**config.mk**
```make
export PLATFORM = sky130hd
export DESIGN_NAME = prbs7_lfsr
export DESIGN_NICKNAME = d
export VERILOG_FILES = /design/src/rtl/prbs7_pkg.sv /design/src/rtl/prbs7_lfsr.sv
export SDC_FILE = /design/constraint.sdc
export NUM_CORES = 1
export LEC_CHECK = 0
export ABC_AREA = 0
export CAP_MARGIN = 20
export CORE_AREA = 2 2 39 41
export DETAILED_ROUTE_END_ITERATION = 12
export DIE_AREA = 0 0 41 43
export HOLD_SLACK_MARGIN = 0.05
export SLEW_MARGIN = 20
export SYNTH_ARGS = -nofsm -noshare
export SYNTH_HDL_FRONTEND = slang
export SYNTH_SLANG_ARGS = --single-unit
export TNS_END_PERCENT = 5
```
**constraint.sdc**
```tcl
create_clock -name clk_i -period 3.15 [get_ports clk_i]
set_input_delay 0.945 -clock clk_i [delete_from_list [all_inputs] [get_ports clk_i]]
set_output_delay 0.945 -clock clk_i [all_outputs]
set_load 0.005 [all_outputs]
```
**src/rtl/prbs7_pkg.sv**
```systemverilog
// ============================================================================
//  Module      : prbs7_pkg
//  Description : Shared types and constants for the PRBS-7 (x^7 + x^6 + 1)
//                generator / checker family.
//  Revision    : 1.0 - initial release
// ============================================================================
`default_nettype none

package prbs7_pkg;

  localparam int PRBS7_W      = 7;
  localparam int PRBS7_TAP_HI = 6;
  localparam int PRBS7_TAP_LO = 5;

  typedef enum logic [1:0] {
    ST_SEED   = 2'd0,
    ST_VERIFY = 2'd1,
    ST_LOCKED = 2'd2
  } prbs7_state_t;

  // Next sequence bit predicted from the current shift-register contents.
  function automatic logic prbs7_fb(input logic [PRBS7_W-1:0] s);
    return s[PRBS7_TAP_HI] ^ s[PRBS7_TAP_LO];
  endfunction

endpackage

`default_nettype wire

```
**src/rtl/prbs7_lfsr.sv**
```systemverilog
// ============================================================================
//  Module      : prbs7_lfsr
//  Description : 7-bit PRBS-7 shift register. Shifts either an external bit
//                or its own feedback bit; exposes the predicted next bit.
//  Revision    : 1.0 - initial release
// ============================================================================
`default_nettype none

module prbs7_lfsr
  import prbs7_pkg::*;
(
  input  logic               clk_i,
  input  logic               rst_i,
  input  logic               adv_i,
  input  logic               gen_i,
  input  logic               din_i,
  output logic               p_o,
  output logic [PRBS7_W-1:0] nxt_o
);

  logic [PRBS7_W-1:0] s_q;
  logic [PRBS7_W-1:0] s_d;
  logic               shift_bit;

  assign p_o       = prbs7_fb(s_q);
  // Generator mode feeds back the prediction so received errors never enter.
  assign shift_bit = gen_i ? p_o : din_i;
  assign nxt_o     = {s_q[PRBS7_W-2:0], shift_bit};
  assign s_d       = adv_i ? nxt_o : s_q;

  always_ff @(posedge clk_i) begin
    if (rst_i) begin
      s_q <= '0;
    end else begin
      s_q <= s_d;
    end
  end

endmodule

`default_nettype wire

```
# After elaboration in Yosys (flattened, before gate mapping)
# Cells that the tools add are included.
dict set report word_totals {
  reg_bits 7
  word_cells 3
  out_inout_bits 8
  inputBits 5
}
dict set report classes {
  bitwise_logic 1
  muxes 1
}
# op n
set ops {}
lappend ops {{1-bit two-way mux} 1}
lappend ops {{1-bit bitwise XOR} 1}

# Longest topological paths before layout
dict set report logic_depth {
  depth_word 2
  mapped_depth 3
  mapped_depth_nobuf 2
}

# Worst setup path after synthesis
# OpenSTA, ideal clock, no wires.
dict set report synth_path {
  path_kind {input-to-output}
  start {in din_i}
  end {out nxt_o[0]}
  arrival_ns 1.198
  path_stages 3
  t_required_ns 2.205
  path_slack_ns 1.007
  path_cell_list {nor2_1 > a21oi_1 > buf_4}
}
dict set report synth_between {
  elab_chain_cells 1
}
# element line_no
set synth_lines {}
lappend synth_lines {{start, declared} prbs7_lfsr.sv:16} ;# input logic din_i,
lappend synth_lines {{1-bit two-way mux} prbs7_lfsr.sv:27} ;# assign shift_bit = gen_i ? p_o : din_i;
lappend synth_lines {{end, declared} prbs7_lfsr.sv:18} ;# output logic [PRBS7_W-1:0] nxt_o
# Every way passes these cells.

# Worst setup path after layout
dict set report layout_path {
  start {in gen_i}
  end {out nxt_o[0]}
}
dict set report layout_between {
  elab_chain_cells 1
}
# element line_no
set layout_lines {}
lappend layout_lines {{start, declared} prbs7_lfsr.sv:15} ;# input logic gen_i,
lappend layout_lines {{1-bit two-way mux} prbs7_lfsr.sv:27}
# Every way passes these cells.

==> out/summary.txt <==
Clock Tree Buf Depth = 2
Routed WL = 515 µm
Register area share after synthesis = 0.381
Min-delay worst type = flip-flop to flip-flop
DR iter-0 viols = 8
Syn Inst Count = 36
Worst-path cell chain = clkdlybuf4s50_1, nor2_1, a21oi_1, clkdlybuf4s50_1
Share of cells above drive strength 1 = 0.136
Antenna Nets Post-Route = 0
Initial antenna violation count = 0
Max FFs per register = 7
Hold Path Depth = 2
Wire per inst = 8.58 µm
First-pass GRT wire length = 786 µm
Net Count, Synth = 41
Fmax achieved = 326 MHz
Worst EP arrival = 2.12 ns
Slew @ Worst Pin = 0.498 ns
Seq cells post-synth = 7
Crit path required time = 2.20 ns
Leak Pwr = 0.199 nW
Startpoint types = input port
Max FO, Critical Path = 3
Starting Density = 0.266
Post-cts resize count = 0
Hold path endpoint = s_q[2]
Maximum number of pins on one net before global-route repair = 10
Pre-CTS setup slack = 0.0773 ns
Top reg by flops = s_q
Final hold vios = 0
Worst hold path startpoint = s_q[2]
Ant. Diodes = 0
Reg2reg end = s_q[0]
Reg2Reg Depth = 2
Worst-Skew Late Latency = 0.24 ns
Top-Level Pins = 13
Nets@finish = 50
Netlist cell types = 12
Row count = 14
Vias in the first global route = 180
Avg Cell Area, Syn = 10.2 µm²
PwrDens = 402 mW/mm²
Die ar. = 0.00176 mm²
CP Capture Type = output port
Final setup TNS = 0 ns
Port-buffer cells = 12
Setup WS post-layout = 0.0855 ns
TritonRoute pass-1 iters = 4
Final Slew Violations = 0
# fillers = 147
Final setup fails = 0
Skew final = 0.00402 ns
Synthesis Warnings = 0
Critical path's largest stage delay = 0.51 ns
Cell area after layout = 470 µm²
Non-Filler Instances = 60
Hold Buf Count CTS = 0
Number of remaining DRC errors = 0
Setup bufs post-CTS = 0
Die height = 43 µm
Synth Cell Area = 368 µm²
Worst Setup SP = gen_i
Grt ovf = 0
CTS tree = built
RR Startpoint = s_q[5]
Post-Place Cells = 56
Fin crit share = 0.973
CP Class = input port to output port
Number of max-cap violations = 0
Slowest cell on the critical path = clkdlybuf4s50_1
Die W = 41 µm
HPWL Detailed = 396 µm
Htree depth = 1
Clock sinks = 7
Most common cell on crit path = clkdlybuf4s50_1
Area Overhead vs Synth = 27.9%
Placed inst area = 444 µm²
Core area = 0.00138 mm²
CTS clk-pin slew, worst paths = 0.05 ns
Slew HR = 0.667
RePlAce Congestion = 0.622
Tmin final = 3.06 ns
CTS Buf Count = 3
Clk root buf = clkbuf_4
Total track usage = 0.0711
Maximum vdd ir drop = 0.148 mV
Status = complete, no violations
Via count = 231
Top Registers = s_q: 7 flops
RSZ-0062 raised after global routing = no
Vias per inst = 3.85
Internal reg-to-reg setup slack = 2.30 ns
-- kinds of logic after synthesis --
kind of cell / count (synthesis) / synth area share
AND/OR/NAND/NOR: 10 / 0.173
buffers and inverters: 10 / 0.204
flip-flops: 7 / 0.381
multiplexers: 6 / 0.163
AO/OA/AOI/OAI: 2 / 0.0544
XOR/XNOR: 1 / 0.0238
-- how the worst max path moves through the flow --
stage / to / slack (ns) / cells after the start
finish: nxt_o[0] / 0.09 / 4
detailed placement: nxt_o[0] / 0.08 / 4
floorplan: nxt_o[0] / 1.01 / 3
CTS: nxt_o[0] / 0.08 / 4
global route: nxt_o[0] / 0.004 / 4
global placement: nxt_o[0] / 0.10 / 4
-- Yosys cell counts --
cell,count,area (µm²)
mux2i_1,6,60.1
xnor2_1,1,8.76
a21oi_1,1,5.00
nand2b_1,1,6.26
buf_6,1,11.3
o221ai_2,1,15.0
nand4bb_1,1,11.3
inv_1,1,3.75
nand3b_4,1,20.0
nor2_1,7,26.3
buf_4,8,60.1
dfxtp_1,7,140
-- worst max-delay path: cells and delay by family --
family / cells / cell delay, ns
buffers and inverters: 2 / 1.01
AO/OA/AOI/OAI: 1 / 0.12
AND/OR/NAND/NOR: 1 / 0.05
-- cells in the final DEF (no fill, tap or decap), types with 3 or more instances in the layout --
| master | synthesis | routed |
|---|---|---|
| dfxtp_1 | 7 | 7 |
| mux2i_1 | 6 | 6 |
| clkbuf_4 | 0 | 3 |
| nor2_1 | 7 | 7 |
| clkdlybuf4s50_1 | 0 | 12 |
-- cell type report --
cell class	count	area [µm²]	area share
multi-input cells	19	153	0.324
flip-flops and latches	7	140	0.298
repair buffers	13	128	0.271
clock buffers	4	26.3	0.0559
well taps	16	20.0	0.0426
inverters	1	3.75	0.00798
-- metrics by stage --
step,util,hold WS (ns),power [mW]
6_report,0.340,0.523,0.189
5_1_grt,0.340,0.552,0.203
4_1_cts,0.340,0.526,0.193
3_5_place_dp,0.321,0.514,0.113
3_3_place_gp,0.321,0.499,0.113
2_1_floorplan,-,0.482,0.106
-- routing by layer --
layer / routed length [µm] / vias to the layer above / track usage
met1: 259 / 96 / 0.102
met3: 47 / 0 / 0.0471
li1: - / 128 / -
met2: 208 / 7 / 0.0656
met5: 0 / - / 0
met4: 0 / 0 / 0.0600
-- where the power goes --
group / internal (mW) / leakage [nW] / switching, mW
Combinational: 0.0125 / 0.128 / 0.00780
Clock: 0.0481 / 0.0150 / 0.0301
Sequential: 0.0897 / 0.0565 / 0.000673
Total: 0.150 / 0.199 / 0.0386
Note: power is estimated with default switching activity, not from simulation.
